[src/rtl/tug_field_ctrl_if.sv]
// Playfield signal bundle between the game environment and tug_field_ctrl.
//   master : drives the raw keys and freeze; observes the field outputs
//   slave  : the playfield controller itself
// KeyL/KeyR  raw asynchronous player keys, active-high
// freeze     game over; presses still pulse but the field holds
// L/R        one-cycle conditioned press pulses
// leftLight/rightLight  lit position is at the left/right edge (PLAY only)
// lights     one-hot LED drive, all off during SCORE
// point/pointLeft       point pulse and scorer of the latest point
interface tug_field_ctrl_if #(
   parameter int NUM_LIGHTS = 9
);
   logic                  KeyL;
   logic                  KeyR;
   logic                  freeze;
   logic                  L;
   logic                  R;
   logic                  leftLight;
   logic                  rightLight;
   logic [NUM_LIGHTS-1:0] lights;
   logic                  point;
   logic                  pointLeft;

   modport master (
      output KeyL, KeyR, freeze,
      input  L, R, leftLight, rightLight, lights, point, pointLeft
   );

   modport slave (
      input  KeyL, KeyR, freeze,
      output L, R, leftLight, rightLight, lights, point, pointLeft
   );
endinterface

[src/rtl/tug_field_ctrl.sv]
// Tug-of-war playfield. Synchronizes and edge-detects both player keys,
// moves a single lit position along NUM_LIGHTS LEDs and scores a point
// when a press pushes the light off either edge, then recentres.
// Ports:
//   Clock  system clock
//   Reset  asynchronous active-low reset
//   fld    tug_field_ctrl_if slave modport (keys, freeze, field outputs)
//
// state | meaning
// PLAY  | light at pos, presses move it one step
// SCORE | one cycle: point high, lights off, presses ignored
module tug_field_ctrl #(
   parameter int NUM_LIGHTS  = 9,
   parameter int SYNC_STAGES = 2
) (
   input  logic             Clock,
   input  logic             Reset,
   tug_field_ctrl_if.slave  fld
);

   localparam int              PW     = $clog2(NUM_LIGHTS);
   localparam logic [PW-1:0]   CENTER = PW'((NUM_LIGHTS - 1) / 2);
   localparam logic [PW-1:0]   LAST   = PW'(NUM_LIGHTS - 1);

   typedef enum logic {PLAY = 1'b0, SCORE = 1'b1} state_t;

   logic [SYNC_STAGES-1:0] sync_l;
   logic [SYNC_STAGES-1:0] sync_r;
   logic                   dly_l;
   logic                   dly_r;
   logic                   pulse_l;
   logic                   pulse_r;

   state_t                 state;
   logic [PW-1:0]          pos;
   logic                   point_q;
   logic                   point_left_q;

   // Synchronizer chain, delay flop and registered rising-edge pulse.
   always_ff @(posedge Clock or negedge Reset) begin
      if (!Reset) begin
         sync_l  <= '0;
         sync_r  <= '0;
         dly_l   <= 1'b0;
         dly_r   <= 1'b0;
         pulse_l <= 1'b0;
         pulse_r <= 1'b0;
      end else begin
         sync_l  <= {sync_l[SYNC_STAGES-2:0], fld.KeyL};
         sync_r  <= {sync_r[SYNC_STAGES-2:0], fld.KeyR};
         dly_l   <= sync_l[SYNC_STAGES-1];
         dly_r   <= sync_r[SYNC_STAGES-1];
         pulse_l <= sync_l[SYNC_STAGES-1] & ~dly_l;
         pulse_r <= sync_r[SYNC_STAGES-1] & ~dly_r;
      end
   end

   always_ff @(posedge Clock or negedge Reset) begin
      if (!Reset) begin
         state        <= PLAY;
         pos          <= CENTER;
         point_q      <= 1'b0;
         point_left_q <= 1'b0;
      end else begin
         point_q <= 1'b0;
         case (state)
            PLAY: begin
               if (pulse_l && !pulse_r && !fld.freeze) begin
                  if (pos == LAST) begin
                     state        <= SCORE;
                     point_q      <= 1'b1;
                     point_left_q <= 1'b1;
                  end else begin
                     pos <= pos + 1'b1;
                  end
               end else if (pulse_r && !pulse_l && !fld.freeze) begin
                  if (pos == '0) begin
                     state        <= SCORE;
                     point_q      <= 1'b1;
                     point_left_q <= 1'b0;
                  end else begin
                     pos <= pos - 1'b1;
                  end
               end
            end
            SCORE: begin
               state <= PLAY;
               pos   <= CENTER;
            end
            default: begin
               state <= PLAY;
               pos   <= CENTER;
            end
         endcase
      end
   end

   assign fld.L          = pulse_l;
   assign fld.R          = pulse_r;
   assign fld.point      = point_q;
   assign fld.pointLeft  = point_left_q;
   assign fld.leftLight  = (state == PLAY) && (pos == LAST);
   assign fld.rightLight = (state == PLAY) && (pos == '0);
   assign fld.lights     = (state == PLAY) ? (NUM_LIGHTS'(1) << pos) : '0;

endmodule
[src/flat_wrapper.sv]
// flat-port wrapper written by rule: the top's interface ports become plain ports
module tug_field_ctrl_flat 
#(
   parameter int NUM_LIGHTS  = 9,
   parameter int SYNC_STAGES = 2
)
  (Clock, Reset, fld_KeyL, fld_KeyR, fld_freeze, fld_L, fld_R, fld_leftLight, fld_rightLight, fld_lights, fld_point, fld_pointLeft);
  tug_field_ctrl_if #(.NUM_LIGHTS(NUM_LIGHTS)) fld_i ();
  input  logic Clock;
  input  logic Reset;
  input wire logic [$bits(fld_i.KeyL)-1:0] fld_KeyL;
  input wire logic [$bits(fld_i.KeyR)-1:0] fld_KeyR;
  input wire logic [$bits(fld_i.freeze)-1:0] fld_freeze;
  output wire logic [$bits(fld_i.L)-1:0] fld_L;
  output wire logic [$bits(fld_i.R)-1:0] fld_R;
  output wire logic [$bits(fld_i.leftLight)-1:0] fld_leftLight;
  output wire logic [$bits(fld_i.rightLight)-1:0] fld_rightLight;
  output wire logic [$bits(fld_i.lights)-1:0] fld_lights;
  output wire logic [$bits(fld_i.point)-1:0] fld_point;
  output wire logic [$bits(fld_i.pointLeft)-1:0] fld_pointLeft;
  assign fld_i.KeyL = fld_KeyL;
  assign fld_i.KeyR = fld_KeyR;
  assign fld_i.freeze = fld_freeze;
  assign fld_L = fld_i.L;
  assign fld_R = fld_i.R;
  assign fld_leftLight = fld_i.leftLight;
  assign fld_rightLight = fld_i.rightLight;
  assign fld_lights = fld_i.lights;
  assign fld_point = fld_i.point;
  assign fld_pointLeft = fld_i.pointLeft;
  tug_field_ctrl #(.NUM_LIGHTS(NUM_LIGHTS), .SYNC_STAGES(SYNC_STAGES)) u_core (.Clock(Clock), .Reset(Reset), .fld(fld_i));
endmodule
[config.mk]
export PLATFORM = sky130hd
export DESIGN_NAME = tug_field_ctrl_flat
export DESIGN_NICKNAME = d
export VERILOG_FILES = /design/src/rtl/tug_field_ctrl_if.sv /design/src/rtl/tug_field_ctrl.sv /design/src/flat_wrapper.sv
export SDC_FILE = /design/constraint.sdc
export NUM_CORES = 1
export LEC_CHECK = 0
export BUFFER_PORTS_ARGS = -buffer_cell sky130_fd_sc_hd__buf_2
export CORE_MARGIN = 3
export CORE_UTILIZATION = 45
export DETAILED_ROUTE_END_ITERATION = 8
export PLACE_DENSITY = 0.69
export SLEW_MARGIN = 20
export SYNTH_ARGS = -nofsm -noshare
export SYNTH_HDL_FRONTEND = slang
export SYNTH_SLANG_ARGS = --single-unit
[constraint.sdc]
create_clock -name Clock -period 5.1 [get_ports Clock]
set_clock_uncertainty 0.15 [all_clocks]
set_input_delay 1.02 -clock Clock [delete_from_list [all_inputs] [get_ports Clock]]
set_output_delay 1.02 -clock Clock [all_outputs]
set_load 0.1 [all_outputs]
==> flow_metrics.py, run 1 <==
metrics = {
    "status": {
        "status": "complete, no violations",
    },
    "clocking": {
        "cts_sinks": 14,
        "clock_latency_ns": 0.28,
        "cts_root_buf": "clkbuf_4",
        "cts_resized": 0,
        "post_cts_buffers": 0,
        "cts_buffers": 3,
        "clk_pin_slew_ns": 0.08,
        "cts_buffer_depth": 2,
        "hold_buffers": 0,
        "htreeDepth": 1,
        "cts_tree": "done",
    },
    "timing": {
        "setup_viol": 0,
        "hold_violations": 0,
        "max_freq_mhz": 303,
        "tightest_slew_ns": 0.664,
        "period_needed_ns": 3.30,
        "rsz0062_at_grt": "no",
        "setup_tns_ns": 0,
        "final_max_slew_viol_count": 0,
        "fin_hold_ws_ns": 0.199,
        "fin_crit_sh": 0.647,
        "slew_headroom": 0.553,
    },
    "grt": {
        "gr-total-overflow": 0,
        "grt_pass1_wl_um": 2190,
        "grt_usage": 0.143,
        "antenna_found_initial": 0,
        "grt_pass1_vias": 509,
        "grt_max_degree": 15,
    },
    "worst_setup_path": {
        "reg2reg_depth": 6,
        "reg2reg_slack_ns": 2.74,
        "r2r-end": "u_core.pos[3]",
        "worstPathRequired_ns": 3.93,
        "cp.arrival_ns": 2.13,
        "criticalPathCategory": "flop to output pin",
        "crit_path_start_kind": "flop",
        "crit_path_end_kind": "output pin",
        "cp_max_fo": 11,
        "r2r_start": "u_core.fld.R",
    },
    "min_path": {
        "hold_path_depth": 0,
        "min_to": "u_core.sync_l[1]",
        "hp-class": "flop to flop",
        "min-delay-start": "u_core.sync_l[0]",
    },
    "cells_and_area": {
        "multi_input_area_um2": 352,
        "fillers": 139,
        "stdcell_count": 108,
        "nNetsFinal": 101,
        "final_cell_mix": "buf_2 (19), dfrtp_1 (13), nor2_1 (7), inv_1 (5), nand3_1 (5)",
        "drive_above_1_share": 0.304,
        "layout.area.seq_um2": 352,
        "antenna_cells": 0,
        "syn2layout_area_growth_pct": 14.8,
        "mostFrequentLayoutCell": "buf_2",
    },
    "floorplanning": {
        "initial_utilization": 0.494,
        "rows": 14,
        "fp.dieW_um": 47.1,
        "die_area_mm2": 0.00222,
        "num_io_pins": 20,
        "dieHeight_um": 47.1,
        "core-area_mm2": 0.00154,
    },
    "logic_synthesis": {
        "synth_nets": 82,
        "yosys_warnings": 0,
        "async_reset_ff_frac": 1.00,
        "ys_types": 31,
        "ys_seq_elements": 14,
        "synth_cells": 74,
        "syn_area_um2": 761,
        "synth-main-ff-cell": "dfrtp_1",
        "syn_avg_cell_area_um2": 10.3,
        "yosysSeqAreaShare": 0.462,
        "synth_edf_count": 0,
    },
    "routing": {
        "drt-initial-drc-count": 5,
        "wl_um": 1370,
        "viasPerCell": 5.45,
        "first_pass_iters": 4,
        "drcViolationCount": 0,
        "routedWlPerCell_um": 12.7,
        "ant_nets": 0,
        "num_vias": 589,
    },
    "placement": {
        "place.port_buffers": 19,
        "gp_congestion": 0.743,
        "dp_cells": 104,
        "place_hpwl_um": 1060,
    },
    "flow_run": {
        "cap_violations": 0,
    },
}
## sequential cells by signal, summed over array words and instances (netlist names)
| register | flops |
|---|---|
| u_core.dly_l | 1 |
| u_core.dly_r | 1 |
| u_core.fld.L | 1 |
| u_core.fld.R | 1 |
| u_core.fld.point | 1 |
| u_core.fld.pointLeft | 1 |
| u_core.pos | 4 |
| u_core.sync_l | 2 |
| u_core.sync_r | 2 |
## routing by layer
metal,share of wire,vias to the layer above,GRT usage
li1,-,297,-
met1,0.48,278,0.186
met2,0.47,14,0.222
met3,0.054,0,0.0575
met4,0,0,0.0331
met5,0,-,0
## cell families after synthesis
kind of cell             share of synthesized area
adder cells (fa/ha/maj)                     0.0592
AND/OR/NAND/NOR                              0.225
AO/OA/AOI/OAI                                0.146
flip-flops                                   0.462
XOR/XNOR                                    0.0115
buffers and inverters                       0.0757
multiplexers                                0.0197
## Yosys cell counts (all sizes together), types with 3 or more instances
master	n	share of area
dfrtp	13	0.43
o21ai	3	0.020
inv	5	0.025
nor2b	4	0.033
nor3	3	0.020
buf	4	0.046
nor3b	3	0.030
a21oi	4	0.026
nand2	3	0.015
nor2	7	0.035
nand3	5	0.033
## stage by stage
step	setup slack, ns	util	instance area, µm²
after floorplan	0.510	-	761
after global placement	2.08	0.543	837
after detailed placement	1.99	0.543	837
after CTS	1.79	0.567	873
after global routing	1.64	0.567	873
final	1.80	0.567	873
## area by class of cell
class                      instances  area share
timing repair buffer              19       0.109
tap                               16      0.0229
inverter                           5      0.0215
clock buffer                       4      0.0415
multi-input combinational         50       0.403
sequential                        14       0.403
## worst max-delay path by stage
stage | startpoint | endpoint | slack [ns] | cells past startpoint
after CTS | u_core.pos[1] | fld_leftLight | 1.79 | 3
after global routing | u_core.pos[1] | fld_leftLight | 1.64 | 3
after global placement | fld_freeze | u_core.pos[3] | 2.08 | 7
after floorplan | u_core.fld.point | fld_lights[0] | 0.51 | 3
final | u_core.pos[1] | fld_leftLight | 1.80 | 3
after detailed placement | fld_freeze | u_core.pos[3] | 1.99 | 7
## worst max-delay path: stages, from the launching register on
cell,delay (ns)
dfrtp_1,0.52
nor4_1,0.66
and2_1,0.24
buf_2,0.43
Power of run 1 is left out: the tool's default activity adds up to more than one toggle a clock period on the data nets, which glitch-free logic cannot reach.
==> run 2: changes to the inputs <==
--- a/config.mk
+++ b/config.mk
@@ -5,6 +5,7 @@
 export SDC_FILE = /design/constraint.sdc
 export NUM_CORES = 1
 export LEC_CHECK = 0
+export ABC_AREA = 1
 export BUFFER_PORTS_ARGS = -buffer_cell sky130_fd_sc_hd__buf_2
 export CORE_MARGIN = 3
 export CORE_UTILIZATION = 45
==> constraint.sdc (replaced) <==
create_clock -name Clock -period 3.5 [get_ports Clock]
set_clock_uncertainty 0.15 [all_clocks]
set_input_delay 0.7 -clock Clock [delete_from_list [all_inputs] [get_ports Clock]]
set_output_delay 0.7 -clock Clock [all_outputs]
set_load 0.1 [all_outputs]
==> flow_metrics.py, run 2 <==
metrics = {
    "worst_setup_path": {
        "reg2reg_depth": 11,
        "crit_path_end_kind": "output pin",
        "r2r-end": "u_core.pos[3]",
        "startpoint": "u_core.fld.point",
        "criticalPathCategory": "flop to output pin",
        "crit_path_start_kind": "flop",
        "cp.arrival_ns": 1.70,
        "worstPathRequired_ns": 2.65,
        "crit_end": "fld_lights[6]",
        "r2r_start": "u_core.fld.R",
        "reg2reg_slack_ns": 1.72,
        "cp_max_fo": 7,
    },
    "logic_synthesis": {
        "synthTopCellsByCount": "nand2_1 (20), inv_1 (14), dfrtp_1 (13)",
        "synth_nets": 96,
        "yosys_warnings": 0,
        "syn_area_um2": 734,
        "ys_types": 22,
        "syn_avg_cell_area_um2": 8.35,
        "yosysSeqAreaShare": 0.479,
        "yosysTopAreaCell": "dfrtp_1",
        "netlist.area_leader.share": 0.443,
        "synth_cells": 88,
        "synth_most_common_cell": "nand2_1",
        "ys_top_cells_by_area": "dfrtp_1 (44%), nand2_1 (10%), inv_1 (7.2%), nand3_1 (4.8%), nor2_1 (4.6%)",
        "synth_edf_count": 0,
        "async_reset_ff_frac": 1.00,
        "synth-main-ff-cell": "dfrtp_1",
        "ys_seq_elements": 14,
    },
    "grt": {
        "grt_max_degree": 15,
        "grt_pass1_wl_um": 2370,
        "antenna_found_initial": 0,
        "grt_pass1_vias": 579,
        "gr-total-overflow": 0,
        "grt_usage": 0.162,
    },
    "timing": {
        "setup_tns_ns": 0,
        "final_max_slew_viol_count": 0,
        "rsz0062_at_grt": "no",
        "fin_crit_sh": 0.728,
        "hold_violations": 0,
        "slew_headroom": 0.674,
        "tightest_slew_ns": 0.492,
        "setup_viol": 0,
        "max_freq_mhz": 393,
        "period_needed_ns": 2.55,
        "setup_ws_ns": 0.952,
    },
    "clocking": {
        "htreeDepth": 1,
        "cts_buffer_depth": 2,
        "clk_pin_slew_ns": 0.08,
        "cts_buffers": 3,
        "post_cts_buffers": 0,
        "hold_buffers": 0,
        "clock_latency_ns": 0.27,
        "cts_tree": "done",
        "cts_resized": 0,
        "cts_root_buf": "clkbuf_4",
        "cts_sinks": 14,
    },
    "routing": {
        "drcViolationCount": 0,
        "ant_nets": 0,
        "first_pass_iters": 4,
        "num_vias": 606,
        "routedWlPerCell_um": 10.5,
        "drt-initial-drc-count": 7,
        "viasPerCell": 4.81,
        "wl_um": 1320,
    },
    "placement": {
        "place_hpwl_um": 1050,
        "place.port_buffers": 19,
        "pre_cts_slack_ns": 1.28,
        "gp_congestion": 0.818,
        "dp_cells": 122,
    },
    "cells_and_area": {
        "largest_register_ffs": 4,
        "syn2layout_area_growth_pct": 21.8,
        "stdcell_count": 126,
        "nNetsFinal": 120,
        "final_cell_mix": "nand2_1 (20), buf_2 (19), inv_1 (14), dfrtp_1 (13), nor2_1 (9)",
        "antenna_cells": 0,
        "reg_top3": "u_core.pos: 4 flops, u_core.sync_l: 2 flops, u_core.sync_r: 2 flops",
        "top_register": "u_core.pos",
        "drive_above_1_share": 0.315,
        "fin_util": 0.632,
        "mostFrequentLayoutCell": "nand2_1",
        "fillers": 139,
    },
    "status": {
        "status": "complete, no violations",
    },
    "floorplanning": {
        "dieHeight_um": 46.4,
        "num_io_pins": 20,
        "die_area_mm2": 0.00215,
        "initial_utilization": 0.519,
        "fp.dieW_um": 46.4,
        "rows": 13,
        "core-area_mm2": 0.00142,
    },
    "min_path": {
        "hp-class": "primary input to asynchronous set/reset pin",
    },
    "flow_run": {
        "cap_violations": 0,
    },
}
==> run 2: cell families after synthesis <==
group                    after synthesis  share of synthesized area
XOR/XNOR                               1                     0.0119
AO/OA/AOI/OAI                          5                     0.0392
AND/OR/NAND/NOR                       49                      0.327
adder cells (fa/ha/maj)                3                     0.0613
flip-flops                            14                      0.479
buffers and inverters                 16                     0.0818
==> run 2: worst max-delay path: stages (launching register included) <==
cell and delay [ns]:
dfrtp_1 0.47, inv_1 0.18, nand3_1 0.16, nor3_1 0.16
buf_2 0.46
==> run 2: area by class of cell <==
| cell class | count | area, µm² | share of cell area |
|---|---|---|---|
| Clock buffer | 4 | 36.3 | 0.0406 |
| Multi-Input combinational cell | 58 | 333 | 0.372 |
| Tap cell | 15 | 18.8 | 0.0210 |
| Inverter | 16 | 60.1 | 0.0671 |
| Sequential cell | 14 | 352 | 0.393 |
| Timing Repair Buffer | 19 | 95.1 | 0.106 |
==> run 2: worst min-delay path by stage <==
stage | startpoint | depth (start not counted) | end | slack [ns]
2_1_floorplan | u_core.sync_l[0] | 0 | u_core.sync_l[1] | 0.18
3_3_place_gp | u_core.sync_r[0] | 0 | u_core.sync_r[1] | 0.18
3_5_place_dp | u_core.sync_r[0] | 0 | u_core.sync_r[1] | 0.19
4_1_cts | Reset | 1 | u_core.sync_r[0] | 0.15
5_1_grt | Reset | 1 | u_core.sync_l[0] | 0.14
6_report | Reset | 1 | u_core.sync_r[0] | 0.15
==> run 2: per-layer routing <==
| layer | global-route usage | wire length (µm) | up-vias | part of all wire |
|---|---|---|---|---|
| met2 | 0.234 | 574 | 15 | 0.43 |
| met3 | 0.0508 | 63 | 2 | 0.048 |
| li1 | - | - | 319 | - |
| met4 | 0.0909 | 12 | 0 | 0.0091 |
| met1 | 0.214 | 671 | 270 | 0.51 |
| met5 | 0 | 0 | - | 0 |
==> run 2: stage by stage <==
step                area, µm²  hold WS (ns)
floorplan                 744         0.181
global placement          858         0.182
detailed placement        858         0.187
CTS                       895         0.151
global route              895         0.140
finish                    895         0.149
Power of run 2 is left out for the same reason.
